**config.mk**
```make
export PLATFORM = sky130hd
export DESIGN_NAME = serial_addsub
export DESIGN_NICKNAME = d
export VERILOG_FILES = /design/src/rtl/serial_addsub.sv
export SDC_FILE = /design/constraint.sdc
export NUM_CORES = 1
export LEC_CHECK = 0
export BUFFER_PORTS_ARGS = -buffer_cell sky130_fd_sc_hd__buf_2
export CORE_MARGIN = 2
export CORE_UTILIZATION = 30
export CTS_CLUSTER_SIZE = 24
export DETAILED_ROUTE_END_ITERATION = 6
export PLACE_DENSITY_LB_ADDON = 0.15
export RECOVER_POWER = 100
export SLEW_MARGIN = 20
export SYNTH_ARGS = -nofsm -noshare
export SYNTH_HDL_FRONTEND = slang
export SYNTH_SLANG_ARGS = --single-unit
```
**constraint.sdc**
```tcl
create_clock -name clk -period 1.4 [get_ports clk]
set_input_delay 0.14 -clock clk [delete_from_list [all_inputs] [get_ports clk]]
set_output_delay 0.14 -clock clk [all_outputs]
set_load 0.01 [all_outputs]
```
**src/rtl/serial_addsub.sv**
```systemverilog
// Digit-serial two's-complement adder/subtractor: DIGIT bits per clock, LSB first,
// with start/done handshake, carry-out and signed overflow.
module serial_addsub #(
  parameter int WIDTH = 4,
  parameter int DIGIT = 1
) (
  input  logic             clk,
  input  logic             rst,
  input  logic             start,
  input  logic             k,
  input  logic [WIDTH-1:0] x,
  input  logic [WIDTH-1:0] y,
  output logic             busy,
  output logic             done,
  output logic [WIDTH-1:0] s,
  output logic             cout,
  output logic             ovf
);

  localparam int STEPS = WIDTH / DIGIT;
  localparam int CNT_W = $clog2(STEPS + 1);

  typedef enum logic [1:0] {
    IDLE = 2'd0,
    RUN  = 2'd1,
    DONE = 2'd2
  } state_t;

  state_t           state_q, state_d;
  logic [CNT_W-1:0] cnt_q, cnt_d;
  logic [WIDTH-1:0] opa_q, opa_d;
  logic [WIDTH-1:0] opb_q, opb_d;
  logic             carry_q, carry_d;
  logic [WIDTH-1:0] s_q, s_d;
  logic             cout_q, cout_d;
  logic             ovf_q, ovf_d;

  logic [DIGIT:0]   sum;
  logic [WIDTH-1:0] dig_ext;
  logic             cin_msb;
  logic             last_step;

  function automatic logic [DIGIT:0] digit_add(input logic [DIGIT-1:0] a,
                                               input logic [DIGIT-1:0] b,
                                               input logic             c);
    return {1'b0, a} + {1'b0, b} + {{DIGIT{1'b0}}, c};
  endfunction

  // Carry into the top bit of a digit is recovered from that bit's own sum.
  function automatic logic carry_into_msb(input logic [DIGIT:0]   sm,
                                          input logic [DIGIT-1:0] a,
                                          input logic [DIGIT-1:0] b);
    return sm[DIGIT-1] ^ a[DIGIT-1] ^ b[DIGIT-1];
  endfunction

  always_comb begin
    sum       = digit_add(opa_q[DIGIT-1:0], opb_q[DIGIT-1:0], carry_q);
    cin_msb   = carry_into_msb(sum, opa_q[DIGIT-1:0], opb_q[DIGIT-1:0]);
    dig_ext   = WIDTH'(sum[DIGIT-1:0]);
    last_step = (cnt_q == CNT_W'(STEPS - 1));
  end

  always_comb begin
    state_d = state_q;
    cnt_d   = cnt_q;
    opa_d   = opa_q;
    opb_d   = opb_q;
    carry_d = carry_q;
    s_d     = s_q;
    cout_d  = cout_q;
    ovf_d   = ovf_q;
    case (state_q)
      IDLE, DONE: begin
        if (start) begin
          state_d = RUN;
          opa_d   = x;
          opb_d   = y ^ {WIDTH{k}};
          carry_d = k;
          cnt_d   = '0;
          s_d     = '0;
        end else if (state_q == DONE) begin
          state_d = IDLE;
        end
      end
      RUN: begin
        s_d     = (s_q >> DIGIT) | (dig_ext << (WIDTH - DIGIT));
        opa_d   = opa_q >> DIGIT;
        opb_d   = opb_q >> DIGIT;
        carry_d = sum[DIGIT];
        cnt_d   = cnt_q + CNT_W'(1);
        if (last_step) begin
          state_d = DONE;
          cout_d  = sum[DIGIT];
          ovf_d   = cin_msb ^ sum[DIGIT];
        end
      end
      default: state_d = IDLE;
    endcase
  end

  // Control and architecturally visible results: reset.
  always_ff @(posedge clk) begin
    if (rst) begin
      state_q <= IDLE;
      cnt_q   <= '0;
      s_q     <= '0;
      cout_q  <= 1'b0;
      ovf_q   <= 1'b0;
    end else begin
      state_q <= state_d;
      cnt_q   <= cnt_d;
      s_q     <= s_d;
      cout_q  <= cout_d;
      ovf_q   <= ovf_d;
    end
  end

  // Operand datapath: always reloaded on an accepted start, no reset needed.
  always_ff @(posedge clk) begin
    opa_q   <= opa_d;
    opb_q   <= opb_d;
    carry_q <= carry_d;
  end

  assign busy = (state_q == RUN);
  assign done = (state_q == DONE);
  assign s    = s_q;
  assign cout = cout_q;
  assign ovf  = ovf_q;

endmodule
```
=== Yosys cells after proc, flatten, opt, wreduce, memory -nomap -nowiden ===
Cells that the tools add are included.

* $add $sub $neg: 3
* Eq/ne operators: 6
* Muxes and demuxes: 14
* Bitwise gates (word level): 5
* Reduce and logical (&&, ||, !) cells: 6

{| class="wikitable"
|+ Operators by type and width
! operator !! count
|-
| 4-bit one-hot mux with 2 select lines || 3
|-
| 4-bit two-way mux || 3
|-
| 2-bit two-way mux || 3
|-
| 3-bit one-hot mux with 2 select lines || 1
|-
| 2-bit AND reduction || 3
|-
| 3-bit by 4-bit OR with 4-bit output || 1
|-
| 2-bit one-hot mux with 2 select lines || 1
|-
| 4-bit bitwise XOR || 1
|-
| 3-bit by 1-bit adder with 3-bit output, second input constant || 1
|-
| 3-bit by 2-bit equality test with 1-bit output, second input constant || 1
|-
| 3-bit two-way mux || 1
|-
| 3-bit != test, second input constant || 1
|-
| 1-bit bitwise XOR || 3
|-
| 1-bit by 1-bit adder with 2-bit output || 1
|-
| 2-bit by 1-bit adder with 2-bit output || 1
|-
| 2-bit by 1-bit equality test with 1-bit output, second input constant || 1
|-
| 2-bit equality test, second input constant || 1
|-
| 2-bit zero test || 1
|-
| 2-bit by 1-bit != test with 1-bit output, second input constant || 1
|-
| 2-bit != test, second input constant || 1
|-
| 1-bit one-hot mux with 2 select lines || 1
|-
| 2-bit nonzero test || 1
|-
| 2-bit OR reduction || 1
|-
| 1-bit two-way mux || 1
|}

* Bits in registers: 20
* Bits of input ports: 12
* Output and inout bits: 8
* Word-level logic and storage cells: 42

=== Logic depth before layout (Yosys ltp) ===
Gate-level depths: netlist of run 1.

* Depth in word-level cells: 5
* Mapped depth: 6
* Mapped depth without buffers: 5

=== Worst setup path after synthesis of run 1 ===
OpenSTA, ideal clock, no wires.

* Kind: flip-flop to flip-flop
* From: register opb_q[0]
* To: register ovf_q (netlist: ovf)
* Library setup time: 0.091 ns
* Arrival time: 1.387 ns
* Data required time: 1.309 ns
* Setup slack: -0.078 ns
* Stages on the path, launching flop included: 6
* Buffers on the path: 0
* Period minus slack after synthesis: 1.478 ns
* Cells stage by stage: edfxtp_1 -> inv_1 -> fa_1 -> xnor2_1 -> xnor2_1 -> a311oi_1

* Longest elaborated chain between the ends: 5

{| class="wikitable"
|+ RTL lines
! item !! line !! source
|-
| from (decl) || 32 || <nowiki>logic [WIDTH-1:0] opb_q, opb_d;</nowiki>
|-
| from (signal assigned) || 121 || <nowiki>opb_q <= opb_d;</nowiki>
|-
| 1-bit by 1-bit adder with 2-bit output || 46 || <nowiki>return {1'b0, a} + {1'b0, b} + {{DIGIT{1'b0}}, c};</nowiki>
|-
| 2-bit by 1-bit adder with 2-bit output || 46 ||
|-
| 1-bit bitwise XOR (2 in a row) || 53 || <nowiki>return sm[DIGIT-1] ^ a[DIGIT-1] ^ b[DIGIT-1];</nowiki>
|-
| 1-bit bitwise XOR * || 94 || <nowiki>ovf_d = cin_msb ^ sum[DIGIT];</nowiki>
|-
| to (signal assigned) || 114 || <nowiki>ovf_q <= ovf_d;</nowiki>
|-
| to (decl) || 36 || <nowiki>logic ovf_q, ovf_d;</nowiki>
|}

Every way passes the cells marked *; elsewhere a longest branch is shown, timed or not.
A chain may end at the register's enable or synchronous reset.

=== Final worst setup path of run 1 ===
Ends and elaborated chain as after synthesis.

==> results of run 1 <==
## worst paths after layout
path	start	endpoint	cells after the start	slack (ps)
worst max-delay path	opb_q[0]	ovf	5	-120
worst min-delay path	x[1]	opa_q[1]	3	90
worst max register to register	opb_q[0]	ovf	5	-120
worst min register to register	s[0]	s[0]	2	470
## state kept, by name, indices dropped and copies added, names as in the netlist
register,flops
carry_q,1
s,4
opa_q,4
cnt_q,3
state_q,2
opb_q,4
ovf,1
cout,1
## power by group
group | leakage (nW) | switching (W) | internal [W] | total, W
Combinational | 0.223 | 0.000127 | 0.000110 | 0.000237
Sequential | 0.179 | 0.0000188 | 0.000665 | 0.000684
Clock | 0.0210 | 0.000188 | 0.000159 | 0.000347
## cells by family (layout without fill, tap and decap cells)
logic type,after synthesis,after routing,share of synthesized area (%)
AO/OA/AOI/OAI,16,16,9.80
XOR/XNOR,7,7,6.67
adder cells (fa/ha/maj),3,3,4.90
buffers and inverters,12,35,7.75
flip-flops,20,20,53.3
AND/OR/NAND/NOR,36,36,17.6
## per-layer routing
layer	vias up	part of all wire (%)	GRT usage, %
li1	356	-	-
met1	317	48	15.2
met2	21	46	18.5
met3	2	5.1	2.62
met4	0	0.57	4.87
met5	-	0	0
## cell usage after synthesis
master,instances
a21oi_1,9
a311oi_1,2
and2_1,1
buf_2,2
buf_6,1
buf_8,1
clkbuf_1,3
dfxtp_1,11
edfxtp_1,9
fa_1,1
ha_1,2
inv_1,4
inv_6,1
nand2_1,19
nand2b_1,5
nand3_1,7
nor2_1,3
nor2b_1,1
o21a_1,1
o21ai_0,4
xnor2_1,7
## repair_timing
item,in CTS,in global routing
gates resized for setup,1,1
cloned,1,0
endpoints found under the setup margin,2,4
hold buffers,0,0
## through the flow
stage | worst slack [ps] | total power [W]
2_1_floorplan | -61.0 | 0.000869
6_report | -124 | 0.00127
4_1_cts | -143 | 0.00128
5_1_grt | -276 | 0.00134
3_5_place_dp | -118 | 0.000940
3_3_place_gp | -60.7 | 0.000929
## critical path, stage by stage, from the launching register on
cell and delay, ps:
edfxtp_1 410, inv_1 90, fa_1 440, xnor2_1 150, xnor2_1 120, a311oi_1 230
## area by class of cell
| type | instances | share of cell area, % |
|---|---|---|
| Clock buffer | 4 | 3.35 |
| Inverter | 5 | 2.20 |
| Tap cell | 33 | 3.82 |
| Sequential cell | 20 | 45.3 |
| Timing Repair inverter | 1 | 0.347 |
| Timing Repair Buffer | 25 | 11.2 |
| Multi-Input combinational cell | 62 | 33.8 |
==> flow_metrics.env, run 1 <==
export IMPL_drc_errors=0
export IMPL_worstMarginPinSlew_ps=381
export IMPL_timing_setup_tns_ps=-124
export IMPL_io_buffers=19
export IMPL_arrival_ps=1750
export IMPL_clk_latency_ps=300
export IMPL_worstHoldPathType="input port to flip-flop"
export IMPL_synth_seq_area_share_pct=53.3
export IMPL_hold_worst_slack_ps=94.1
export IMPL_synth_top_area_share_pct=29.4
export IMPL_cp_start_kind="flip-flop"
export IMPL_cts_tree="yes"
export IMPL_powerDensity_nw_per_um2=1170
export IMPL_setup_viol=1
export IMPL_via_per_inst=4.64
export IMPL_layout_cells_non_filler=150
export IMPL_synthToLayoutAreaGrowth_pct=17.7
export IMPL_antenna_cells=0
export IMPL_root_buffer="clkbuf_4"
export IMPL_syn_num_nets=109
export IMPL_violations="setup timing"
export IMPL_cts_setup_buffers=0
export IMPL_gp_congestion=0.631
export IMPL_finalHoldViolations=0
export IMPL_drive_above_1_share_pct=19.7
export IMPL_gr_total_overflow=0
export IMPL_clk_pin_slew_worst_paths_ps=120
export IMPL_drt_antenna_violating_nets=0
export IMPL_crit_path_max_fanout=2
export IMPL_cts_buffers_inserted=3
export IMPL_netlist_area_um2=920
export IMPL_fmax_mhz=656
export IMPL_grt_total_usage_pct=11.6
export IMPL_grt_max_degree=13
export IMPL_ys_warn_count=0
export IMPL_dieHeight_um=59.4
export IMPL_finalCritPeriodShare_pct=109
export IMPL_status="complete, but fails checks"
export IMPL_final_design_area_no_fill_um2=1080
export IMPL_dieArea_um2=3520
export IMPL_drt_initial_drc_count=31
export IMPL_power_leakage_nw=0.423
export IMPL_final_net_count=133
export IMPL_fp_dieW_um=59.4
export IMPL_drv_cap=0
export IMPL_antenna_found_initial=0
export IMPL_layout_setup_ws_ps=-124
export IMPL_core_area_um2=2980
export IMPL_htreeDepth=1
export IMPL_avgSynthCellArea_um2=9.78
export IMPL_max_slew_margin_pct=74.6
export IMPL_first_pass_iters=4
export IMPL_yosys_area_top_type="edfxtp_1"
export IMPL_place_inst=145
export IMPL_n_fill_cell=318
export IMPL_initial_utilization_pct=30.9
export IMPL_drv_slew=0
export IMPL_synth_seq_cells=20
export IMPL_cts_buffer_depth=2
export IMPL_cp_end_kind="flip-flop"
export IMPL_grt_pass1_wl_mm=2.99
export IMPL_worstPathRequired_ps=1620
export IMPL_wirelength_mm=1.75
export IMPL_skew_ps=3.09
export IMPL_grt_pass1_vias=679
export IMPL_final_cell_mix="nand2_1 (19), dfxtp_1 (11), buf_2 (11)"
export IMPL_vdd_drop_max_v=0.000456
export IMPL_synth_cells=94
export IMPL_rows=20
export IMPL_netlist_top_cells_area="edfxtp_1 (29%), dfxtp_1 (24%), nand2_1 (7.8%)"
export IMPL_synth_cell_types=21
export IMPL_layout_commonest_cell="nand2_1"
export IMPL_routedWlPerCell_um=11.7
export IMPL_critPathKind="flip-flop to flip-flop"
export IMPL_dp_hpwl_mm=1.17
export IMPL_dpl_cell_area_um2=1050
export IMPL_io_pins=20
export IMPL_fin_crit_ps=1520
export IMPL_clock_sinks=20
export IMPL_rsz0062_at_grt="true"
export IMPL_final_util_pct=36.3
export IMPL_vias=696
export IMPL_regArea_um2=490
export IMPL_multi_input_area_um2=365
Power figures use the tool's default switching activity.
==> inputs of run 2 (changes only) <==
Settings changed: CTS_BUF_LIST set to sky130_fd_sc_hd__clkbuf_8.
==> flow_metrics.env, run 2 (synthesis gave the netlist of run 1 again) <==
export IMPL_io_pins=20
export IMPL_critPathKind="flip-flop to flip-flop"
export IMPL_cts_buffers_inserted=3
export IMPL_drv_slew=0
export IMPL_dr_max_layer_used="met4"
export IMPL_worstHoldPathType="input port to flip-flop"
export IMPL_wl_met2_um=806
export IMPL_regArea_um2=490
export IMPL_final_net_count=133
export IMPL_htreeDepth=1
export IMPL_final_cell_mix="nand2_1 (19), dfxtp_1 (11), buf_2 (11)"
export IMPL_rows=20
export IMPL_finalCritPeriodShare_pct=108
export IMPL_pre_cts_ws_ps=-118
export IMPL_core_area_um2=2980
export IMPL_power_leakage_nw=0.433
export IMPL_drt_initial_drc_count=23
export IMPL_finalHoldViolations=0
export IMPL_io_buffers=19
export IMPL_skew_ps=2.07
export IMPL_place_inst=145
export IMPL_worst_path_max_delay_cell="fa_1"
export IMPL_hold_worst_slack_ps=145
export IMPL_root_buffer="clkbuf_8"
export IMPL_cts_tree="yes"
export IMPL_powerDensity_nw_per_um2=1240
export IMPL_p_int_w=0.00103
export IMPL_dieHeight_um=59.4
export IMPL_status="complete, but fails checks"
export IMPL_worstPathRequired_ps=1570
export IMPL_n_fill_cell=313
export IMPL_arrival_ps=1680
export IMPL_wl_met3_um=74
export IMPL_fmax_mhz=661
export IMPL_grt_pass1_wl_mm=2.94
export IMPL_grt_total_usage_pct=11.4
export IMPL_wirelength_mm=1.72
export IMPL_layout_setup_ws_ps=-113
export IMPL_first_pass_iters=4
export IMPL_power_frac_seq_pct=50.3
export IMPL_synthToLayoutAreaGrowth_pct=19.6
export IMPL_dp_hpwl_mm=1.17
export IMPL_vias=686
export IMPL_fin_crit_ps=1510
export IMPL_drc_errors=0
export IMPL_cp_end_kind="flip-flop"
export IMPL_multi_input_area_um2=360
export IMPL_gr_total_overflow=0
export IMPL_drv_cap=0
export IMPL_grt_pass1_vias=658
export IMPL_wl_met1_um=826
export IMPL_max_slew_margin_pct=84.1
export IMPL_via_per_inst=4.57
export IMPL_rsz0062_at_grt="true"
export IMPL_antenna_found_initial=0
export IMPL_clk_pin_slew_worst_paths_ps=70
export IMPL_cp_start_kind="flip-flop"
export IMPL_drt_antenna_violating_nets=0
export IMPL_gp_congestion=0.631
export IMPL_drive_above_1_share_pct=20.5
export IMPL_path_cells="inv_1 -> fa_1 -> xnor2_1 -> xnor2_1 -> a311oi_1"
export IMPL_setup_viol=1
export IMPL_swShare_pct=24.5
export IMPL_grt_max_degree=13
export IMPL_cpPeakStageDelay_ps=440
export IMPL_clk_latency_ps=250
export IMPL_power_switching_w=0.000333
export IMPL_combPwrFrac_pct=17.4
export IMPL_vdd_drop_max_v=0.000427
export IMPL_layout_cells_non_filler=150
export IMPL_crit_path_max_fanout=2
export IMPL_worstMarginPinSlew_ps=239
export IMPL_cts_buffer_depth=2
export IMPL_antenna_cells=0
export IMPL_finalPower_w=0.00136
export IMPL_layout_commonest_cell="nand2_1"
export IMPL_violations="setup timing"
export IMPL_fp_dieW_um=59.4
export IMPL_postCtsHoldBufs=0
export IMPL_crit_path_frequent_cell="xnor2_1"
export IMPL_reg2reg_slack_ps=-110
export IMPL_clockPowerShare_pct=32.4
export IMPL_dieArea_um2=3520
export IMPL_initial_utilization_pct=30.9
export IMPL_timing_setup_tns_ps=-113
export IMPL_clock_sinks=20
export IMPL_routedWlPerCell_um=11.4
## run 2: changes by cell type in the layout (fill, tap and decap cells not counted)
| cell | before | now |
|---|---|---|
| clkbuf_1 | 9 | 8 |
| clkbuf_4 | 3 | 1 |
| clkbuf_8 | 1 | 4 |
| nand2b_2 | 0 | 1 |
| nand2b_4 | 1 | 0 |
## run 2: final timing paths
check / start / endpoint / cells after the start
max: opb_q[0] / ovf / 5
min: x[1] / opa_q[1] / 3
max reg2reg: opb_q[0] / ovf / 5
min reg2reg: s[0] / s[0] / 2
## run 2: through the flow
| step | utilization (%) | cell area (um2) |
|---|---|---|
| global placement | 35.4 | 1050 |
| detailed placement | 35.4 | 1050 |
| global route | 36.9 | 1100 |
| finish | 36.9 | 1100 |
| CTS | 37.4 | 1110 |
| floorplan | - | 920 |
## run 2: final cells by class
| cell class | count | share of cell area [%] |
|---|---|---|
| multi-input combinational | 62 | 32.8 |
| timing repair inverter | 1 | 0.341 |
| inverter | 5 | 2.16 |
| sequential | 20 | 44.6 |
| timing repair buffer | 25 | 11.4 |
| clock buffer | 4 | 5.01 |
| tap | 33 | 3.75 |
## run 2: worst max-delay path, delay by kind of cell, from the launching register on
kind,cells,cell delay (ps)
compound gates,1,230
xor+xnor,2,270
fa+ha+maj,1,440
buf+inv,1,90
flops,1,400
## run 2: power by group through the flow
stage	clock, W	sequential [W]	combinational [W]
after floorplan	0	0.000695	0.000174
after global placement	0	0.000694	0.000235
after detailed placement	0	0.000697	0.000244
after CTS	0.000454	0.000683	0.000249
after global routing	0.000480	0.000687	0.000271
final	0.000440	0.000683	0.000236
## run 2: per-layer routing
layer,global-route usage [%],vias up
met5,0,-
met4,4.87,0
met3,2.62,2
met2,18.1,15
met1,14.9,313
li1,-,356
## run 2: timing repair
item | in CTS | in global routing
buffers inserted | 0 | 0
gates cloned | 1 | 0
setup endpoints to repair | 2 | 2
resized for setup | 1 | 0
==> inputs of run 3 (changes only) <==
Clock period 1.4 ns to 1.6 ns, I/O delays scaled along.
==> flow_metrics.env, run 3 (synthesis gave the netlist of run 1 again) <==
export IMPL_finalCritPeriodShare_pct=95.3
export IMPL_vdd_drop_max_v=0.000601
export IMPL_grt_max_degree=24
export IMPL_critPathKind="flip-flop to flip-flop"
export IMPL_htreeDepth=1
export IMPL_hold_depth=3
export IMPL_rows=20
export IMPL_postCtsHoldBufs=0
export IMPL_io_buffers=19
export IMPL_cts_tree="yes"
export IMPL_via_per_inst=4.62
export IMPL_dieHeight_um=59.4
export IMPL_clk_latency_ps=260
export IMPL_core_area_um2=2980
export IMPL_pre_cts_ws_ps=49.5
export IMPL_rsz0062_at_grt="true"
export IMPL_timing_rr_start="opb_q[0]"
export IMPL_critPathLaunch="opb_q[0]"
export IMPL_fmax_mhz=656
export IMPL_drive_above_1_share_pct=20.2
export IMPL_drv_slew=0
export IMPL_drv_cap=0
export IMPL_gr_total_overflow=0
export IMPL_cts_buffers_inserted=3
export IMPL_hold_worst_slack_ps=166
export IMPL_n_fill_cell=296
export IMPL_dieArea_um2=3520
export IMPL_wirelength_mm=1.60
export IMPL_status="complete, no violations"
export IMPL_crit_path_max_fanout=2
export IMPL_grt_busiest_layer="met2"
export IMPL_fin_crit_ps=1520
export IMPL_synthToLayoutAreaGrowth_pct=19.7
export IMPL_fp_dieW_um=59.4
export IMPL_met3_usage_pct=3.93
export IMPL_final_net_count=130
export IMPL_grtUsageMet2_pct=15.7
export IMPL_initial_utilization_pct=30.9
export IMPL_endpoint="ovf"
export IMPL_use_met1_pct=13.3
export IMPL_max_slew_margin_pct=74.2
export IMPL_grt_total_usage_pct=10.5
export IMPL_clk_pin_slew_worst_paths_ps=80
export IMPL_reg2reg_slack_ps=80
export IMPL_routedWlPerCell_um=10.9
export IMPL_root_buffer="clkbuf_8"
export IMPL_cp_start_kind="flip-flop"
export IMPL_worstPathRequired_ps=1770
export IMPL_skew_ps=5.61
export IMPL_vias=679
export IMPL_grt_pass1_vias=611
export IMPL_gp_congestion=0.641
export IMPL_power_leakage_nw=0.428
export IMPL_dp_hpwl_mm=1.13
export IMPL_arrival_ps=1690
export IMPL_worstMarginPinSlew_ps=385
export IMPL_finalHoldViolations=0
export IMPL_setup_viol=0
export IMPL_powerDensity_nw_per_um2=1180
export IMPL_cp_end_kind="flip-flop"
export IMPL_layout_commonest_cell="nand2_1"
export IMPL_clock_sinks=20
export IMPL_final_util_pct=37.0
export IMPL_cts_buffer_depth=2
export IMPL_antenna_found_initial=0
export IMPL_reg2regPathDepth=5
export IMPL_drt_antenna_violating_nets=0
export IMPL_r2r_end="ovf"
export IMPL_worstHoldPathType="input port to flip-flop"
export IMPL_io_pins=20
export IMPL_first_pass_iters=4
export IMPL_layout_setup_ws_ps=75.2
export IMPL_drc_errors=0
export IMPL_grt_pass1_wl_mm=2.68
export IMPL_final_cell_mix="nand2_1 (19), buf_2 (12), dfxtp_1 (11)"
export IMPL_drt_initial_drc_count=16
export IMPL_timing_setup_tns_ps=0
export IMPL_antenna_cells=0
==> run 3: cell count changes in the layout (fill, tap and decap cells not counted), sizes merged <==
cell    before  now
inv          6    5
clkbuf      15   10
buf         14   16
bufinv       0    1
==> run 3: final cells by class <==
| cell class | instances | area, um2 | share of cell area (%) |
|---|---|---|---|
| flip-flops and latches | 20 | 490 | 44.5 |
| multi-input cells | 62 | 358 | 32.5 |
| repair buffers | 23 | 116 | 10.6 |
| clock buffers | 3 | 41.3 | 3.75 |
| well taps | 33 | 41.3 | 3.75 |
| clock inverters | 1 | 30.0 | 2.73 |
| inverters | 5 | 23.8 | 2.16 |
==> run 3: how the worst min path moves through the flow <==
stage	startpoint	end	slack, ps
2_1_floorplan	rst	ovf	230
3_3_place_gp	x[1]	opa_q[1]	430
3_5_place_dp	x[2]	opa_q[2]	430
4_1_cts	x[2]	opa_q[2]	160
5_1_grt	x[2]	opa_q[2]	160
6_report	x[2]	opa_q[2]	170
==> run 3: stage by stage <==
stage | cells | instance area [um2] | power, W
2_1_floorplan | 94 | 920 | 0.000760
3_3_place_gp | 141 | 1020 | 0.000792
3_5_place_dp | 141 | 1020 | 0.000800
4_1_cts | 145 | 1090 | 0.00130
5_1_grt | 147 | 1100 | 0.00136
6_report | 147 | 1100 | 0.00129
==> run 3: power breakdown <==
group | switching [W] | total (W) | internal [W]
clock | 0.000165 | 0.000498 | 0.000334
combinational | 0.000107 | 0.000198 | 0.0000912
sequential | 0.0000157 | 0.000598 | 0.000583
total | 0.000287 | 0.00129 | 0.00101
==> run 3: per-layer routing <==
| metal | vias up | part of all wire (%) |
|---|---|---|
| li1 | 348 | - |
| met1 | 310 | 49 |
| met2 | 17 | 44 |
| met3 | 4 | 5.9 |
| met4 | 0 | 1.7 |
| met5 | - | 0 |
==> run 3: timing repair <==
action                                  CTS  global route
gates resized for setup                   0             2
buffers inserted                          0             2
endpoints found under the setup margin    0             1
==> run 3: critical path: stages (launching register included) <==
cell and delay (ps):
edfxtp_1 410, inv_2 70, fa_1 440, xnor2_1 150
xnor2_1 130, a311oi_1 230
